$ cat config.mk
export PLATFORM = sky130hd
export DESIGN_NAME = ispm_port_arbiter_flat
export DESIGN_NICKNAME = d
export VERILOG_FILES = /design/src/rtl/ispm_port_arbiter_if.sv /design/src/rtl/ispm_port_arbiter.sv /design/src/flat_wrapper.sv
export SDC_FILE = /design/constraint.sdc
export NUM_CORES = 1
export LEC_CHECK = 0
export CORE_MARGIN = 2
export CORE_UTILIZATION = 34
export DETAILED_ROUTE_END_ITERATION = 6
export DONT_BUFFER_PORTS = 1
export SLEW_MARGIN = 20
export SYNTH_ARGS = -nofsm -noshare
export SYNTH_HDL_FRONTEND = slang
export SYNTH_SLANG_ARGS = --single-unit
$ cat constraint.sdc
create_clock -name clk -period 3.14 [get_ports clk]
set_input_delay 0.785 -clock clk [delete_from_list [all_inputs] [get_ports clk]]
set_output_delay 0.785 -clock clk [all_outputs]
set_load 0.01 [all_outputs]
$ cat src/rtl/ispm_port_arbiter_if.sv
// Signal bundle between the ISPM rw-port arbiter and its three neighbours:
// the core rw path, the external bus loader and the ISPM rw port.
interface ispm_port_arbiter_if;
    logic [11:0] core_rw_addr;
    logic        core_rw_enable;
    logic        core_rw_write;
    logic [31:0] core_rw_data_in;
    logic [31:0] core_rw_data_out;
    logic        core_rw_stall;

    logic [11:0] bus_addr;
    logic        bus_write;
    logic [31:0] bus_data_in;
    logic        bus_ready;

    logic [11:0] spm_rw_addr;
    logic        spm_rw_enable;
    logic        spm_rw_write;
    logic [31:0] spm_rw_data_in;
    logic [31:0] spm_rw_data_out;

    modport slave (
        input  core_rw_addr, core_rw_enable, core_rw_write, core_rw_data_in,
        output core_rw_data_out, core_rw_stall,
        input  bus_addr, bus_write, bus_data_in,
        output bus_ready,
        output spm_rw_addr, spm_rw_enable, spm_rw_write, spm_rw_data_in,
        input  spm_rw_data_out
    );

    modport master (
        output core_rw_addr, core_rw_enable, core_rw_write, core_rw_data_in,
        input  core_rw_data_out, core_rw_stall,
        output bus_addr, bus_write, bus_data_in,
        input  bus_ready,
        input  spm_rw_addr, spm_rw_enable, spm_rw_write, spm_rw_data_in,
        output spm_rw_data_out
    );
endinterface

$ cat src/rtl/ispm_port_arbiter.sv
// Shares the ISPM rw port between the core and a one-entry bus write buffer;
// the buffer drains on idle core cycles or is forced out by age/address conflict.
module ispm_port_arbiter #(
    parameter int MAX_WAIT = 8,
    parameter int WAIT_W   = 4
) (
    input  logic                 clk,
    input  logic                 reset_n,
    ispm_port_arbiter_if.slave   arb
);

    typedef enum logic {
        EMPTY = 1'b0,
        PEND  = 1'b1
    } state_t;

    localparam logic [WAIT_W-1:0] MAX_WAIT_C = WAIT_W'(MAX_WAIT);

    state_t            state_q;
    state_t            state_d;
    logic [11:0]       buf_addr;
    logic [31:0]       buf_data;
    logic [WAIT_W-1:0] wait_cnt;

    logic capture;
    logic wait_inc;

    assign arb.core_rw_data_out = arb.spm_rw_data_out;
    assign arb.bus_ready        = (state_q == EMPTY) && reset_n;

    always_ff @(posedge clk or negedge reset_n) begin
        if (!reset_n) begin
            state_q <= EMPTY;
        end else begin
            state_q <= state_d;
        end
    end

    always_comb begin
        state_d            = state_q;
        capture            = 1'b0;
        wait_inc           = 1'b0;
        arb.core_rw_stall  = 1'b0;
        arb.spm_rw_addr    = arb.core_rw_addr;
        arb.spm_rw_enable  = arb.core_rw_enable;
        arb.spm_rw_write   = arb.core_rw_write;
        arb.spm_rw_data_in = arb.core_rw_data_in;

        unique case (state_q)
            EMPTY: begin
                // The core keeps the port this cycle; the bus write only lands in the buffer.
                if (arb.bus_write && arb.bus_ready) begin
                    capture = 1'b1;
                    state_d = PEND;
                end
            end
            PEND: begin
                if (!arb.core_rw_enable ||
                    (wait_cnt == MAX_WAIT_C) ||
                    (arb.core_rw_addr == buf_addr)) begin
                    arb.spm_rw_addr    = buf_addr;
                    arb.spm_rw_enable  = 1'b1;
                    arb.spm_rw_write   = 1'b1;
                    arb.spm_rw_data_in = buf_data;
                    arb.core_rw_stall  = arb.core_rw_enable;
                    state_d            = EMPTY;
                end else begin
                    wait_inc = 1'b1;
                end
            end
            default: state_d = EMPTY;
        endcase
    end

    always_ff @(posedge clk or negedge reset_n) begin
        if (!reset_n) begin
            buf_addr <= '0;
            buf_data <= '0;
            wait_cnt <= '0;
        end else if (capture) begin
            buf_addr <= arb.bus_addr;
            buf_data <= arb.bus_data_in;
            wait_cnt <= '0;
        end else if (wait_inc && (wait_cnt != MAX_WAIT_C)) begin
            wait_cnt <= wait_cnt + WAIT_W'(1);
        end
    end

endmodule

$ cat src/flat_wrapper.sv
// flat-port wrapper written by rule: the top's interface ports become plain ports
module ispm_port_arbiter_flat 
#(
    parameter int MAX_WAIT = 8,
    parameter int WAIT_W   = 4
)
  (clk, reset_n, arb_core_rw_addr, arb_core_rw_enable, arb_core_rw_write, arb_core_rw_data_in, arb_core_rw_data_out, arb_core_rw_stall, arb_bus_addr, arb_bus_write, arb_bus_data_in, arb_bus_ready, arb_spm_rw_addr, arb_spm_rw_enable, arb_spm_rw_write, arb_spm_rw_data_in, arb_spm_rw_data_out);
  ispm_port_arbiter_if arb_i ();
  input  logic clk;
  input  logic reset_n;
  input wire logic [$bits(arb_i.core_rw_addr)-1:0] arb_core_rw_addr;
  input wire logic [$bits(arb_i.core_rw_enable)-1:0] arb_core_rw_enable;
  input wire logic [$bits(arb_i.core_rw_write)-1:0] arb_core_rw_write;
  input wire logic [$bits(arb_i.core_rw_data_in)-1:0] arb_core_rw_data_in;
  output wire logic [$bits(arb_i.core_rw_data_out)-1:0] arb_core_rw_data_out;
  output wire logic [$bits(arb_i.core_rw_stall)-1:0] arb_core_rw_stall;
  input wire logic [$bits(arb_i.bus_addr)-1:0] arb_bus_addr;
  input wire logic [$bits(arb_i.bus_write)-1:0] arb_bus_write;
  input wire logic [$bits(arb_i.bus_data_in)-1:0] arb_bus_data_in;
  output wire logic [$bits(arb_i.bus_ready)-1:0] arb_bus_ready;
  output wire logic [$bits(arb_i.spm_rw_addr)-1:0] arb_spm_rw_addr;
  output wire logic [$bits(arb_i.spm_rw_enable)-1:0] arb_spm_rw_enable;
  output wire logic [$bits(arb_i.spm_rw_write)-1:0] arb_spm_rw_write;
  output wire logic [$bits(arb_i.spm_rw_data_in)-1:0] arb_spm_rw_data_in;
  input wire logic [$bits(arb_i.spm_rw_data_out)-1:0] arb_spm_rw_data_out;
  assign arb_i.core_rw_addr = arb_core_rw_addr;
  assign arb_i.core_rw_enable = arb_core_rw_enable;
  assign arb_i.core_rw_write = arb_core_rw_write;
  assign arb_i.core_rw_data_in = arb_core_rw_data_in;
  assign arb_core_rw_data_out = arb_i.core_rw_data_out;
  assign arb_core_rw_stall = arb_i.core_rw_stall;
  assign arb_i.bus_addr = arb_bus_addr;
  assign arb_i.bus_write = arb_bus_write;
  assign arb_i.bus_data_in = arb_bus_data_in;
  assign arb_bus_ready = arb_i.bus_ready;
  assign arb_spm_rw_addr = arb_i.spm_rw_addr;
  assign arb_spm_rw_enable = arb_i.spm_rw_enable;
  assign arb_spm_rw_write = arb_i.spm_rw_write;
  assign arb_spm_rw_data_in = arb_i.spm_rw_data_in;
  assign arb_i.spm_rw_data_out = arb_spm_rw_data_out;
  ispm_port_arbiter #(.MAX_WAIT(MAX_WAIT), .WAIT_W(WAIT_W)) u_core (.clk(clk), .reset_n(reset_n), .arb(arb_i));
endmodule
==> results.md, run 1 <==
* Worst Path Buf+Inv at 1
* Final Wtd Congestion at 0.731
* Final Setup Violations at 0
* Clk pin slew, worst setup/hold paths at 0.09 ns
* Synth warnings at 0
* Post-CTS Setup Inserts at 0
* Post_cts resized at 0
* Max VDD drop at 0.185 mV
* Total grt overflow at 0
* Final cell count without fillers at 301
* Vias in the first global route at 1596
* Critical Path RT at 2.35 ns
* Final wirelength at 5150 um
* Startpoint type of the worst setup path: input port
* Run status: complete, no violations
* Root Buffer: clkbuf_8
* Slowest Stage Delay on Critical Path at 0.40 ns
* Post-synthesis sequential area ratio at 41.2%
* Final period utilization at 94.4%
* Chip Height at 97.5 um
* Drt drc at 0
* Final hold vios at 0
* Number of fill cells at 865
* Port Buf Inserts at 0
* Power per Cell Area at 555 nW/um2
* Total track usage at 10.7%
* WS Path Type: in2out
* Mapped Area at 2970 um2
* Worst-path cell chain: xor2_1, nor4_1, a31o_2, nand2_4, buf_12, mux2_4
* DRT iter0 DRCs at 30
* Post-DP HPWL at 3980 um
* Max Freq at 0.337 GHz
* # IOs at 205
* CORE AREA at 8590 um2
* CTS tree: done
* H-tree depth at 2
* Final nets at 320
* # diodes at 0
* RSZ-0062 raised after global routing: no
* Post-route minimum period at 2.97 ns
* CTS Buffer Depth at 2
* Clock latency on the worst-skew pair at 0.30 ns
* Largest net degree at the start of global routing at 51
* Antenna violations before repair at 0
* Cell family with most CP delay: simple AND/OR/NAND/NOR gates
* Pins Over Slew Limit at 0
* Leak at 1.38 nW
* Syn nets at 348
* Area growth from synthesis to layout at -0.463%
* CTS Hold Bufs at 0
* Slew @ Worst Pin at 0.420 ns
* Placed cells at 294
* Max_cap viols at 0
* Post-synthesis average cell area at 13.5 um2
* Die Wd at 97.5 um
* Worst clock skew at 0.00753 ns
* Critical Path End Type: output pin
* TritonCTS Sinks at 49
* Layout cell share with drive strength beyond 1 at 54.9%
* Initial Utilization at 34.6%
* First-pass DRT Iterations at 4
* Num CTS Buffers at 5
* Crit Path Max Fanout at 22
* Relative slew slack at 72.0%
* Slowest cell on crit path: nor4_1
* Vias per Instance at 4.98
* WL/cell at 17.1 um
* Antenna viol nets, final at 0
* FF+latch count, synth at 49
* Via count at 1499
* Cell variety after synth at 24
* First-pass GRT wire length at 8270 um
* Synth Instances at 221
* Critical Path AT at 2.18 ns
* Die area at 9510 um2
* Hold WC Path Type: in2async
* Final setup TNS at 0 ns
* Row count at 34
stage by stage:
stage                     area, um2  power, W  setup WS (ns)  utilization, %  hold WS [ns]
after CTS                      2960   0.00168          0.107            34.4         0.158
after floorplan                2970   0.00125          0.364               -         0.448
final                          2960   0.00164          0.175            34.4         0.173
after global placement         2870   0.00127         0.0908            33.4         0.471
after global routing           2960   0.00176         0.0462            34.4         0.146
after detailed placement       2870   0.00129          0.107            33.4         0.483
sequential cells by signal (all words and copies together), names as in the netlist:
signal           count
u_core.buf_addr     12
u_core.buf_data     32
u_core.wait_cnt      4
u_core.state_q       1
per-layer routing:
| metal | up-vias | global-route usage, % | wire length, um |
|---|---|---|---|
| met5 | - | 0 | 0 |
| met3 | 7 | 4.32 | 520 |
| met2 | 98 | 17.5 | 2550 |
| met1 | 722 | 13.0 | 2040 |
| met4 | 0 | 3.42 | 40 |
| li1 | 672 | - | - |
worst paths after layout:
path	start	endpoint	slack (ns)	cells past startpoint
worst max-delay path	arb_core_rw_addr[1]	arb_spm_rw_data_in[26]	0.17	6
max in group asynchronous	reset_n	u_core.buf_data[31]$_DFFE_PN0P_	2.87	0
worst max register to register	u_core.buf_addr[1]$_DFFE_PN0P_	u_core.wait_cnt[1]$_DFFE_PN0P_	1.18	6
worst min-delay path	reset_n	u_core.buf_addr[2]$_DFFE_PN0P_	0.17	0
min in group clk	u_core.wait_cnt[3]$_DFFE_PN0P_	u_core.wait_cnt[3]$_DFFE_PN0P_	0.50	1
worst min register to register	u_core.wait_cnt[3]$_DFFE_PN0P_	u_core.wait_cnt[3]$_DFFE_PN0P_	0.50	1
Yosys cell counts:
cell      instances  area [um2]
buf_2             3        15.0
nand2_4           1        11.3
and3_1            1        6.26
nor2_1            1        3.75
nor2b_1           1        6.26
mux2_2           50         563
a31o_2            1        8.76
nor3_1            1        5.00
inv_1             3        11.3
buf_4            32         240
o21ai_0           1        5.00
mux2i_1           3        30.0
nand2b_1          1        6.26
a21oi_1           1        5.00
xor2_1           12         105
nand2_1           7        26.3
ha_1              2        25.0
mux2_4           39         586
dfrtp_1          49        1230
or2_2             2        12.5
nor4_1            3        18.8
clkbuf_1          2        7.51
nand3_1           1        5.00
buf_6             4        45.0
logic make-up after synthesis:
kind of cell | share of synthesized area (%)
buffers and inverters | 10.7
flip-flops | 41.2
XOR/XNOR | 3.53
multiplexers | 39.6
AND/OR/NAND/NOR | 3.41
adder cells (fa/ha/maj) | 0.841
AO/OA/AOI/OAI | 0.631
final cells by class:
class	count	area (um2)	area share, %
clock buffers	7	86.3	2.92
well taps	108	135	4.56
inverters	3	11.3	0.380
repair buffers	6	70.1	2.37
multi-input cells	128	1430	48.4
flip-flops and latches	49	1230	41.4
placed cells by master, fill, tap and decap left out, types with 2 or more instances in the layout:
cell type | synthesis | routed
mux2_2 | 50 | 50
dfrtp_1 | 49 | 49
mux2_4 | 39 | 39
xor2_1 | 12 | 12
nand2_1 | 7 | 6
clkbuf_8 | 0 | 6
buf_4 | 32 | 4
inv_1 | 3 | 3
nor4_1 | 3 | 3
mux2i_1 | 3 | 3
or2_2 | 2 | 2
ha_1 | 2 | 2
buf_12 | 0 | 2
power by group:
| part | internal (W) | switching (W) | total [W] |
|---|---|---|---|
| combinational | 0.000246 | 0.000155 | 0.000402 |
| clock | 0.000175 | 0.000203 | 0.000379 |
| sequential | 0.000768 | 0.0000953 | 0.000863 |
| total | 0.00119 | 0.000454 | 0.00164 |
Power figures use the tool's default switching activity.
==> inputs of run 2 (changes only) <==
==> constraint.sdc (replaced) <==
create_clock -name clk -period 3.14 [get_ports clk]
set_input_delay 0.628 -clock clk [delete_from_list [all_inputs] [get_ports clk]]
set_output_delay 0.628 -clock clk [all_outputs]
set_load 0.01 [all_outputs]
==> run 2 against run 1 <==
  * Sequential share of layout area down 0.16 points
  * Critical endpoint is now arb_spm_rw_data_in[17]
  * Largest power group unchanged
  * Global-route usage grew 0.32 points
  * Design area up 0.38%
  * Via count up 2.5%
  * Critical path type is now reg2out
==> results.md, run 2 (same netlist as run 1, synthesis figures left out) <==
* Slowest cell on crit path: nor4_1
* Final setup TNS at 0 ns (unchanged)
* Power per Cell Area at 558 nW/um2 (+0.42%)
* WL/cell at 18.8 um (+9.9%)
* Final Setup Violations at 0 (unchanged)
* Critical Path AT at 2.32 ns (+0.14 ns)
* Max_cap viols at 0 (unchanged)
* Commonest non-fill, non-tap cell in the layout: mux2_2
* First-pass DRT Iterations at 4 (unchanged)
* Pins Over Slew Limit at 0 (unchanged)
* Area growth from synthesis to layout at -0.0841%
* Final wirelength at 5660 um (+9.9%)
* Num CTS Buffers at 5 (unchanged)
* Vias in the first global route at 1656 (+3.8%)
* Total track usage at 11.0% (+0.32 points)
* Top flop regs: u_core.buf_data x32, u_core.buf_addr x12, u_core.wait_cnt x4
* Root Buffer: clkbuf_8
* Leak at 1.38 nW (-0.17%)
* Run status: complete, no violations
* CTS Buffer Depth at 2 (unchanged)
* Most flop-heavy register: u_core.buf_data
* Post-CTS Setup Inserts at 0 (unchanged)
* Hold WC Path Type: in2async
* Worst r2r src: u_core.state_q$_DFF_PN0_
* Startpoint type of the worst setup path: register
* Critical path origin: u_core.buf_addr[9]$_DFFE_PN0P_
* CORE AREA at 8590 um2 (unchanged)
* Die area at 9510 um2 (unchanged)
* TritonCTS Sinks at 49 (unchanged)
* Worst-path cell chain: xor2_1, nor4_1, a31o_2, nand2_4, buf_4, mux2_4
* Initial Utilization at 34.6% (unchanged)
* Via count at 1537 (+2.5%)
* Max FFs per register at 32 (unchanged)
* # IOs at 205 (unchanged)
* Critical Path End Type: output pin
* Antenna violations before repair at 0 (unchanged)
* # diodes at 0 (unchanged)
* Slowest Stage Delay on Critical Path at 0.44 ns (+0.04 ns)
* Total grt overflow at 0 (unchanged)
* Drt drc at 0 (unchanged)
* DRT iter0 DRCs at 18 (-40%)
* Layout cell share with drive strength beyond 1 at 54.4% (-0.52 points)
* Largest net degree at the start of global routing at 51 (unchanged)
* DP Worst Slack at 0.188 ns (+0.0811 ns)
* Post-DP HPWL at 4030 um (+1.5%)
* Final hold vios at 0 (unchanged)
* Critical Path RT at 2.51 ns (+0.16 ns)
* Max Freq at 0.339 GHz (+0.59%)
* Commonest non-fill, non-tap cells in the layout: mux2_2 (50), dfrtp_1 (49), mux2_4 (39)
* RSZ-0062 raised after global routing: no
* Final period utilization at 93.9% (-0.55 points)
* Clock latency on the worst-skew pair at 0.29 ns (about the same)
* WS Path Type: reg2out
* Row count at 34 (unchanged)
* Slew @ Worst Pin at 0.899 ns (+0.479 ns)
* Crit Path Max Fanout at 23 (+4.5%)
* Die Wd at 97.5 um (unchanged)
* Relative slew slack at 39.9% (-32 points)
* Clk pin slew, worst setup/hold paths at 0.09 ns (about the same)
* CTS tree: done
* H-tree depth at 2 (unchanged)
* Cell family with most CP delay: simple AND/OR/NAND/NOR gates
* Chip Height at 97.5 um (unchanged)
* Antenna viol nets, final at 0 (unchanged)
* Max VDD drop at 0.192 mV (+4.0%)
* Worst Path Buf+Inv at 1 (unchanged)
* Port Buf Inserts at 0 (unchanged)
* Final Wtd Congestion at 0.749 (+2.5%)
* First-pass GRT wire length at 8490 um (+2.7%)
* Post-route minimum period at 2.95 ns (-0.0173 ns)
* Final nets at 320 (unchanged)
* Vias per Instance at 5.11 (+2.5%)
* Worst clock skew at 0.00262 ns (-0.00490 ns)
* Setup WS post-layout at 0.192 ns (+0.0173 ns)
==> run 2: cell types whose count changed in the layout (fill, tap and decap cells not counted) <==
cell	previous run	this run
dlygate4sd3_1	0	2
nor4_1	3	2
buf_4	4	2
nor4_2	0	1
==> run 2: power by group <==
part           switching (W)  leakage [nW]  internal, W  total [W]
Combinational       0.000173         0.749     0.000245   0.000418
Clock               0.000200        0.0443     0.000175   0.000375
Sequential         0.0000956         0.583     0.000768   0.000864
==> run 2: through the flow <==
stage | instances | total power (W) | util (%) | hold WS, ns | cell area [um2]
after detailed placement | 291 | 0.00128 | 33.0 | 0.334 | 2840
after floorplan | 221 | 0.00125 | - | 0.332 | 2970
after global placement | 291 | 0.00127 | 33.0 | 0.333 | 2840
after CTS | 298 | 0.00167 | 34.0 | 0.00231 | 2930
after global routing | 301 | 0.00176 | 34.6 | 0.144 | 2970
final | 301 | 0.00166 | 34.6 | 0.156 | 2970
==> run 2: final cells by class <==
cell class                 instances  area [um2]
timing repair buffer               6        75.1
clock buffer                       7        86.3
multi-input combinational        128        1440
inverter                           3        11.3
fill                             862        5620
tap                              108         135
sequential                        49        1230
==> run 2: final timing paths <==
| path | to | slack (ns) | depth (start not counted) |
|---|---|---|---|
| worst max-delay path | arb_spm_rw_data_in[17] | 0.19 | 6 |
| worst min-delay path | u_core.buf_data[5]$_DFFE_PN0P_ | 0.16 | 1 |
| worst max register to register | u_core.buf_addr[8]$_DFFE_PN0P_ | 1.18 | 4 |
| worst min register to register | u_core.wait_cnt[3]$_DFFE_PN0P_ | 0.50 | 1 |
| max in group asynchronous | u_core.buf_addr[1]$_DFFE_PN0P_ | 1.68 | 1 |
| min in group clk | u_core.buf_data[31]$_DFFE_PN0P_ | 0.48 | 1 |
==> run 2: routing by layer <==
metal	part of all wire (%)	wire length (um)	vias to the layer above	GRT usage, %
met5	0	0	-	0
met1	39	2200	768	12.8
met2	52	2920	95	19.2
met3	9.4	532	4	4.10
li1	-	-	670	-
met4	0.11	6	0	3.10
==> run 2: worst reg2reg max path, cell delays in order (launching register included) <==
cell and delay (ns):
dfrtp_1 0.46, nor2b_1 0.35, nand2_2 0.43, buf_12 0.33
mux2_2 0.30
==> run 2: timing repair <==
item | CTS | global route
endpoints found under the hold margin | 0 | 30
setup endpoints to repair | 0 | 10
hold buffers | 0 | 3
gates resized for setup | 0 | 1
